==> config.mk <==
export PLATFORM = sky130hd
export DESIGN_NAME = cnt_share_ctrl
export DESIGN_NICKNAME = d
export VERILOG_FILES = /design/src/rtl/cnt_share_ctrl.sv
export SDC_FILE = /design/constraint.sdc
export NUM_CORES = 1
export LEC_CHECK = 0
export ABC_AREA = 1
export CAP_MARGIN = 30
export CELL_PAD_IN_SITES_DETAIL_PLACEMENT = 1
export CELL_PAD_IN_SITES_GLOBAL_PLACEMENT = 1
export CORE_AREA = 2 2 94 51
export DETAILED_ROUTE_END_ITERATION = 6
export DIE_AREA = 0 0 96 53
export DONT_BUFFER_PORTS = 1
export PLACE_DENSITY_LB_ADDON = 0.3
export SLEW_MARGIN = 20
export SYNTH_ARGS = -nofsm -noshare
export SYNTH_HDL_FRONTEND = slang
export SYNTH_SLANG_ARGS = --single-unit
==> constraint.sdc <==
create_clock -name clk -period 4.3 [get_ports clk]
set_input_delay 0.86 -clock clk [delete_from_list [all_inputs] [get_ports clk]]
set_output_delay 0.86 -clock clk [all_outputs]
set_load 0.05 [all_outputs]
==> src/rtl/cnt_share_ctrl.sv <==
// Round-robin arbiter and sequencer for a single shared up-counter.
// Grants one requester, clears the counter, runs it to the latched length, then pulses done.
module cnt_share_ctrl #(
  parameter int N  = 4,
  parameter int CW = 8
) (
  input  logic          clk,
  input  logic          rst_n,
  input  logic [N-1:0]    req,
  input  logic [N*CW-1:0] req_len,
  input  logic [CW-1:0]   cnt_in,
  output logic          ctr_rst,
  output logic          ctr_en,
  output logic [N-1:0]    gnt,
  output logic [N-1:0]    done,
  output logic          err,
  output logic          busy
);

  localparam int PW = (N > 1) ? $clog2(N) : 1;

  typedef enum logic [1:0] {IDLE, CLEAR, RUN, DONE} state_e;

  state_e        state_q;
  logic [PW-1:0] rr_ptr_q;
  logic [CW-1:0] len_q;
  logic [N-1:0]  gnt_q;
  logic [N-1:0]  done_q;
  logic          err_q;
  logic          ctr_rst_q;
  logic          busy_q;

  logic          found;
  logic [PW-1:0] win_idx;
  logic [N-1:0]  win_oh;
  logic [PW-1:0] next_ptr;
  int            idx;

  // Scan rr_ptr, rr_ptr+1, ... (mod N); the first set request wins.
  always_comb begin
    // NOTE: every variable gets a default before any conditional write, so no latch is inferred.
    found   = 1'b0;
    win_idx = '0;
    idx     = 0;
    for (int k = 0; k < N; k++) begin
      idx = int'(rr_ptr_q) + k;
      if (idx >= N) idx = idx - N;
      if (!found && req[idx]) begin
        found   = 1'b1;
        win_idx = PW'(idx);
      end
    end
    win_oh   = N'(1) << win_idx;
    next_ptr = (int'(win_idx) == N - 1) ? '0 : win_idx + 1'b1;
  end

  always_ff @(posedge clk or negedge rst_n) begin
    if (!rst_n) begin
      state_q   <= IDLE;
      rr_ptr_q  <= '0;
      len_q     <= '0;
      gnt_q     <= '0;
      done_q    <= '0;
      err_q     <= 1'b0;
      ctr_rst_q <= 1'b0;
      busy_q    <= 1'b0;
    end else begin
      // NOTE: sequential state uses non-blocking assignments so every register sees pre-edge values.
      ctr_rst_q <= 1'b0;
      done_q    <= '0;
      err_q     <= 1'b0;
      case (state_q)
        IDLE: begin
          if (found) begin
            state_q   <= CLEAR;
            gnt_q     <= win_oh;
            len_q     <= req_len[int'(win_idx)*CW +: CW];
            rr_ptr_q  <= next_ptr;
            ctr_rst_q <= 1'b1;
            busy_q    <= 1'b1;
          end
        end
        CLEAR: state_q <= RUN;
        RUN: begin
          // Equal completes normally; anything beyond the length is an overshoot.
          if (cnt_in >= len_q) begin
            state_q <= DONE;
            done_q  <= gnt_q;
            err_q   <= (cnt_in > len_q);
          end
        end
        DONE: begin
          state_q <= IDLE;
          gnt_q   <= '0;
          busy_q  <= 1'b0;
        end
        default: state_q <= IDLE;
      endcase
    end
  end

  assign ctr_en  = (state_q == RUN) && (cnt_in < len_q);
  assign ctr_rst = ctr_rst_q;
  assign gnt     = gnt_q;
  assign done    = done_q;
  assign err     = err_q;
  assign busy    = busy_q;

endmodule

# --- Word-level counts from Yosys, hierarchy flattened ---
# Cells that the tools add are included.
op_classes:
  shifts: 2
  addsub: 8
  n_eq_ne: 6
  mux: 38
  magnitude_cmp: 11
  reduce_logical: 12
ops:
  columns: ["op", "n"]
  rows:
  - ["$lt A32 B4 Y1 const B", 4]
  - ["$mux W32", 4]
  - ["$shiftx A32 B6 Y8", 1]
  - ["$mux W1", 17]
  - ["$mux W2", 7]
  - ["$mux W4", 3]
  - ["$sub A3 B3 Y4 const B", 3]
  - ["$ge A3 B3 Y1 const B", 3]
  - ["$bmux W1 S2", 4]
  - ["$ge A8 B8 Y1", 1]
  - ["$gt A8 B8 Y1", 1]
  - ["$lt A8 B8 Y1", 1]
  - ["$pmux W2 S4", 1]
  - ["$pmux W4 S2", 1]
  - ["$add A2 B2 Y3 const B", 2]
  - ["$reduce_and A2 Y1", 3]
  - ["$eq A2 B1 Y1 const B", 2]
  - ["$eq A2 B2 Y1 const B", 2]
  - ["$logic_and A1 B1 Y1", 4]
  - ["$ne A2 B2 Y1 const B", 2]
  - ["$shl A1 B2 Y4 const A", 1]
  - ["$sub A2 B3 Y4 const B", 1]
  - ["$add A2 B1 Y3 const B", 1]
  - ["$ge A2 B3 Y1 const B", 1]
  - ["5 further kinds", 7]
word_totals:
  register_bits: 23
  inputBits: 46
  output_inout_bits: 12

# --- Depth between registers and ports, before layout ---
depth:
  depth_word: 18
  ltp_mapped: 17

# --- Worst setup path before layout ---
# OpenSTA, ideal clock, no wires.
synth_path:
  path_kind: "in2out"
  from: "in cnt_in[1]"
  to: "out ctr_en"
  path_stages: 8
  t_arrival_ps: 2253
  n_path_buf: 0
  path_slack_ps: 1187
  cell_sequence: "ha_1 -> inv_1 -> nor2_1 -> o21ai_0 -> nand2_1 -> nand2_1 -> o211ai_1 -> nor2_1"
synth_via:
  elab_chain_cells: 2
synth_rtl:
  columns: ["item", "line", "text"]
  rows:
  - ["start, declared", "11", "input logic [CW-1:0] cnt_in,"]
  - ["$lt A8 B8 Y1", "102", "assign ctr_en = (state_q == RUN) && (cnt_in < len_q);"]
  - ["$logic_and A1 B1 Y1", "102", null]
  - ["end, declared", "13", "output logic ctr_en,"]
# No other way between the ends.

# --- Worst setup path after layout ---
# Same ends and word-level chain as after synthesis.

==> results.toml <==
[clocking]
cts_buffer_depth = 2
cts_setup_buffers = 0
worstSkewPairLatency_ns = 0.28
clock-sinks = 23
ctsHoldBuffers = 0
path_clk_slew_ns = 0.09
cts_max_level = 1
cts_resized = 0
numCtsBuffers = 3
cts_tree = "built"
root_buffer = "clkbuf_8"

[drt]
drc = 0
route.vias.total = 1730
viasPerCell = 5.13
firstDrtPassIters = 4
ant_nets = 0
drtIter0Drc = 46
wl_per_cell_um = 14.2
totalWireLength_um = 4770

[floorplanning]
dieHeight_um = 53
core_um2 = 4230
initial_core_util_pct = 46.5
pin_count = 58
chipWidth_um = 96
die_area_um2 = 5090
rows = 17

[layout]
layout_common_cells = "nand2_1 (91), inv_1 (43), nand3_1 (34), dfrtp_1 (23), nand2_2 (18)"
multi_input_area_um2 = 1140
area_growth_syn_to_layout_pct = 3.12
diodes = 0
fill_cells = 572
final_common_cell = "nand2_1"
layout.nets = 343
layout-drive-gt1-share_pct = 15.4
ff_latch_area_um2 = 576
final_area_um2 = 2030

[critical_path]
path_class = "in -> out"
cp_data_required_time_ns = 3.44
endpoint_kind = "output pin"
cp.arrival_ns = 2.20
regToRegStartpoint = "rr_ptr_q[0]$_DFFE_PN0P_"
r2r_end = "rr_ptr_q[1]$_DFFE_PN0P_"
r2r_cells = 12
crit_fanout = 3
r2r_slack_ns = 1.72
startpoint_type = "input pin"

[run]
drv_cap = 0

[sta]
max_freq_ghz = 0.326
hold_viol_final = 0
finalCritPeriodShare_pct = 71.2
fin_worst_skew_ns = 0.00552
max_slew_margin_pct = 67.2
maxSlewViolCount = 0
worst_pin_slew_ns = 0.492
rsz0062_at_grt = "no"
setup_viol = 0
period_minus_slack_ns = 3.06
finalSetupTns_ns = 0

[global_route]
top_usage_layer = "met2"
grt_use_met1_pct = 27.5
grt_overflow = 0
grt_pass1_vias = 1815
grt_pass1_wl_um = 8270
grtUsageMet2_pct = 35.2
antenna_found_initial = 0
grt_use_total_pct = 21.0
grt_max_degree = 24
grt_util_met3_pct = 6.70

[synth]
synth_top_family_by_area = "simple AND/OR/NAND/NOR gates"
synth-xor-area-share_pct = 0
ys_seq_elements = 23
synth_top_area_cell = "dfrtp_1"
ys.flop_type = "dfrtp_1"
synth_cell_type_count = 21
synthAdderAreaFrac_pct = 10.2
avgSynthCellArea_um2 = 7.00
synth_top_area_share_pct = 29.2
synth_fp_nets = 343
synthArstFlopShare_pct = 100
synth_warnings = 0
synthMuxAreaShare_pct = 0
syn_area_um2 = 1970
synth_enable_flop_cells = 0
synth_compound_area_share_pct = 4.90
synth_area_leaders = "dfrtp_1 (29%), nand2_1 (17%), ha_1 (10%)"
synth-simple-area-share_pct = 43.1
synth_cells = 281
ys_seq_area_share_pct = 29.2

[placement]
io_buffers = 0
gp_congestion = 0.776
hpwl_um = 3890
detailed_place.area_um2 = 1980

[power_and_ir_drop]
p_per_area_nw_per_um2 = 955
p_leak_nw = 1.18
p_int_w = 0.000789
p_sw_w = 0.00115
clkPwrFrac_pct = 7.3
seqPwrFrac_pct = 23.6
peakVddDrop_v = 0.000325
combPwrFrac_pct = 69.2
swShare_pct = 59.3

[hold_path]
hold_class = "in -> async"

[run_status]
outcome = "completed"
Yosys cell counts, types with 2 or more instances:
library cell,number
ha_1,16
buf_6,3
nand4_1,4
nor2_1,9
nand2_2,18
nand3_2,2
nand3_4,2
nand2_4,8
inv_1,43
dfrtp_1,23
o21ai_0,10
inv_2,6
nand3_1,34
a21oi_1,4
buf_2,2
o21ai_1,2
nand2_1,91
final cells by class:
type / count / area share, %
clock buffer: 3 / 2.03
sequential: 23 / 28.4
timing repair buffer: 1 / 0.370
clock inverter: 1 / 0.247
inverter: 49 / 9.06
multi-input combinational: 203 / 56.4
tap: 57 / 3.51
state kept, by name, summed over array words and instances (netlist names):
register	count
err	1
len_q	8
ctr_rst	1
rr_ptr_q	2
state_q	2
done	4
gnt	4
busy	1
worst max-delay path: stages:
cell and delay, ns:
ha_1 0.30, inv_1 0.08, nor2_1 0.04, o21ai_0 0.16, nand2_1 0.07, nand2_1 0.06, o211ai_1 0.17, nor2_1 0.23
buf_4 0.24
power groups by stage:
stage                     clock network [W]  logic [W]  registers [W]
after floorplan                           0    0.00117       0.000430
after global placement                    0    0.00130       0.000456
after detailed placement                  0    0.00135       0.000461
after CTS                          0.000144    0.00136       0.000458
after global routing               0.000152    0.00154       0.000468
final                              0.000141    0.00134       0.000457
metal layers:
| layer | up-vias | part of all wire, % |
|---|---|---|
| met5 | - | 0 |
| met4 | 0 | 0.40 |
| met3 | 4 | 5.8 |
| met2 | 44 | 46 |
| met1 | 817 | 48 |
| li1 | 865 | - |
through the flow:
step           std cells  util [%]  hold slack [ns]  worst slack (ns)  total power, W
6_report             337      47.9            0.265              1.24         0.00194
2_1_floorplan        281         -            0.449              1.19         0.00160
5_1_grt              337      47.9            0.251              1.13         0.00216
3_5_place_dp         333      46.9            0.473              1.27         0.00181
4_1_cts              337      47.9            0.262              1.25         0.00196
3_3_place_gp         333      46.9            0.468              1.43         0.00176
worst max-delay path by stage:
| stage | start | depth (start not counted) | endpoint | slack (ns) |
|---|---|---|---|---|
| 3_5_place_dp | cnt_in[1] | 9 | ctr_en | 1.27 |
| 6_report | cnt_in[1] | 9 | ctr_en | 1.24 |
| 2_1_floorplan | cnt_in[1] | 8 | ctr_en | 1.19 |
| 4_1_cts | cnt_in[1] | 9 | ctr_en | 1.25 |
| 5_1_grt | cnt_in[1] | 9 | ctr_en | 1.13 |
| 3_3_place_gp | cnt_in[1] | 9 | ctr_en | 1.43 |
cell families (layout without fill, tap and decap cells):
family / Yosys count / count (layout)
and+or+nand+nor: 169 / 169
buffers and inverters: 55 / 54
DFF: 23 / 23
AOI/OAI and AO/OA: 18 / 18
adders and majority gates: 16 / 16
Note: power is estimated with default switching activity, not from simulation.
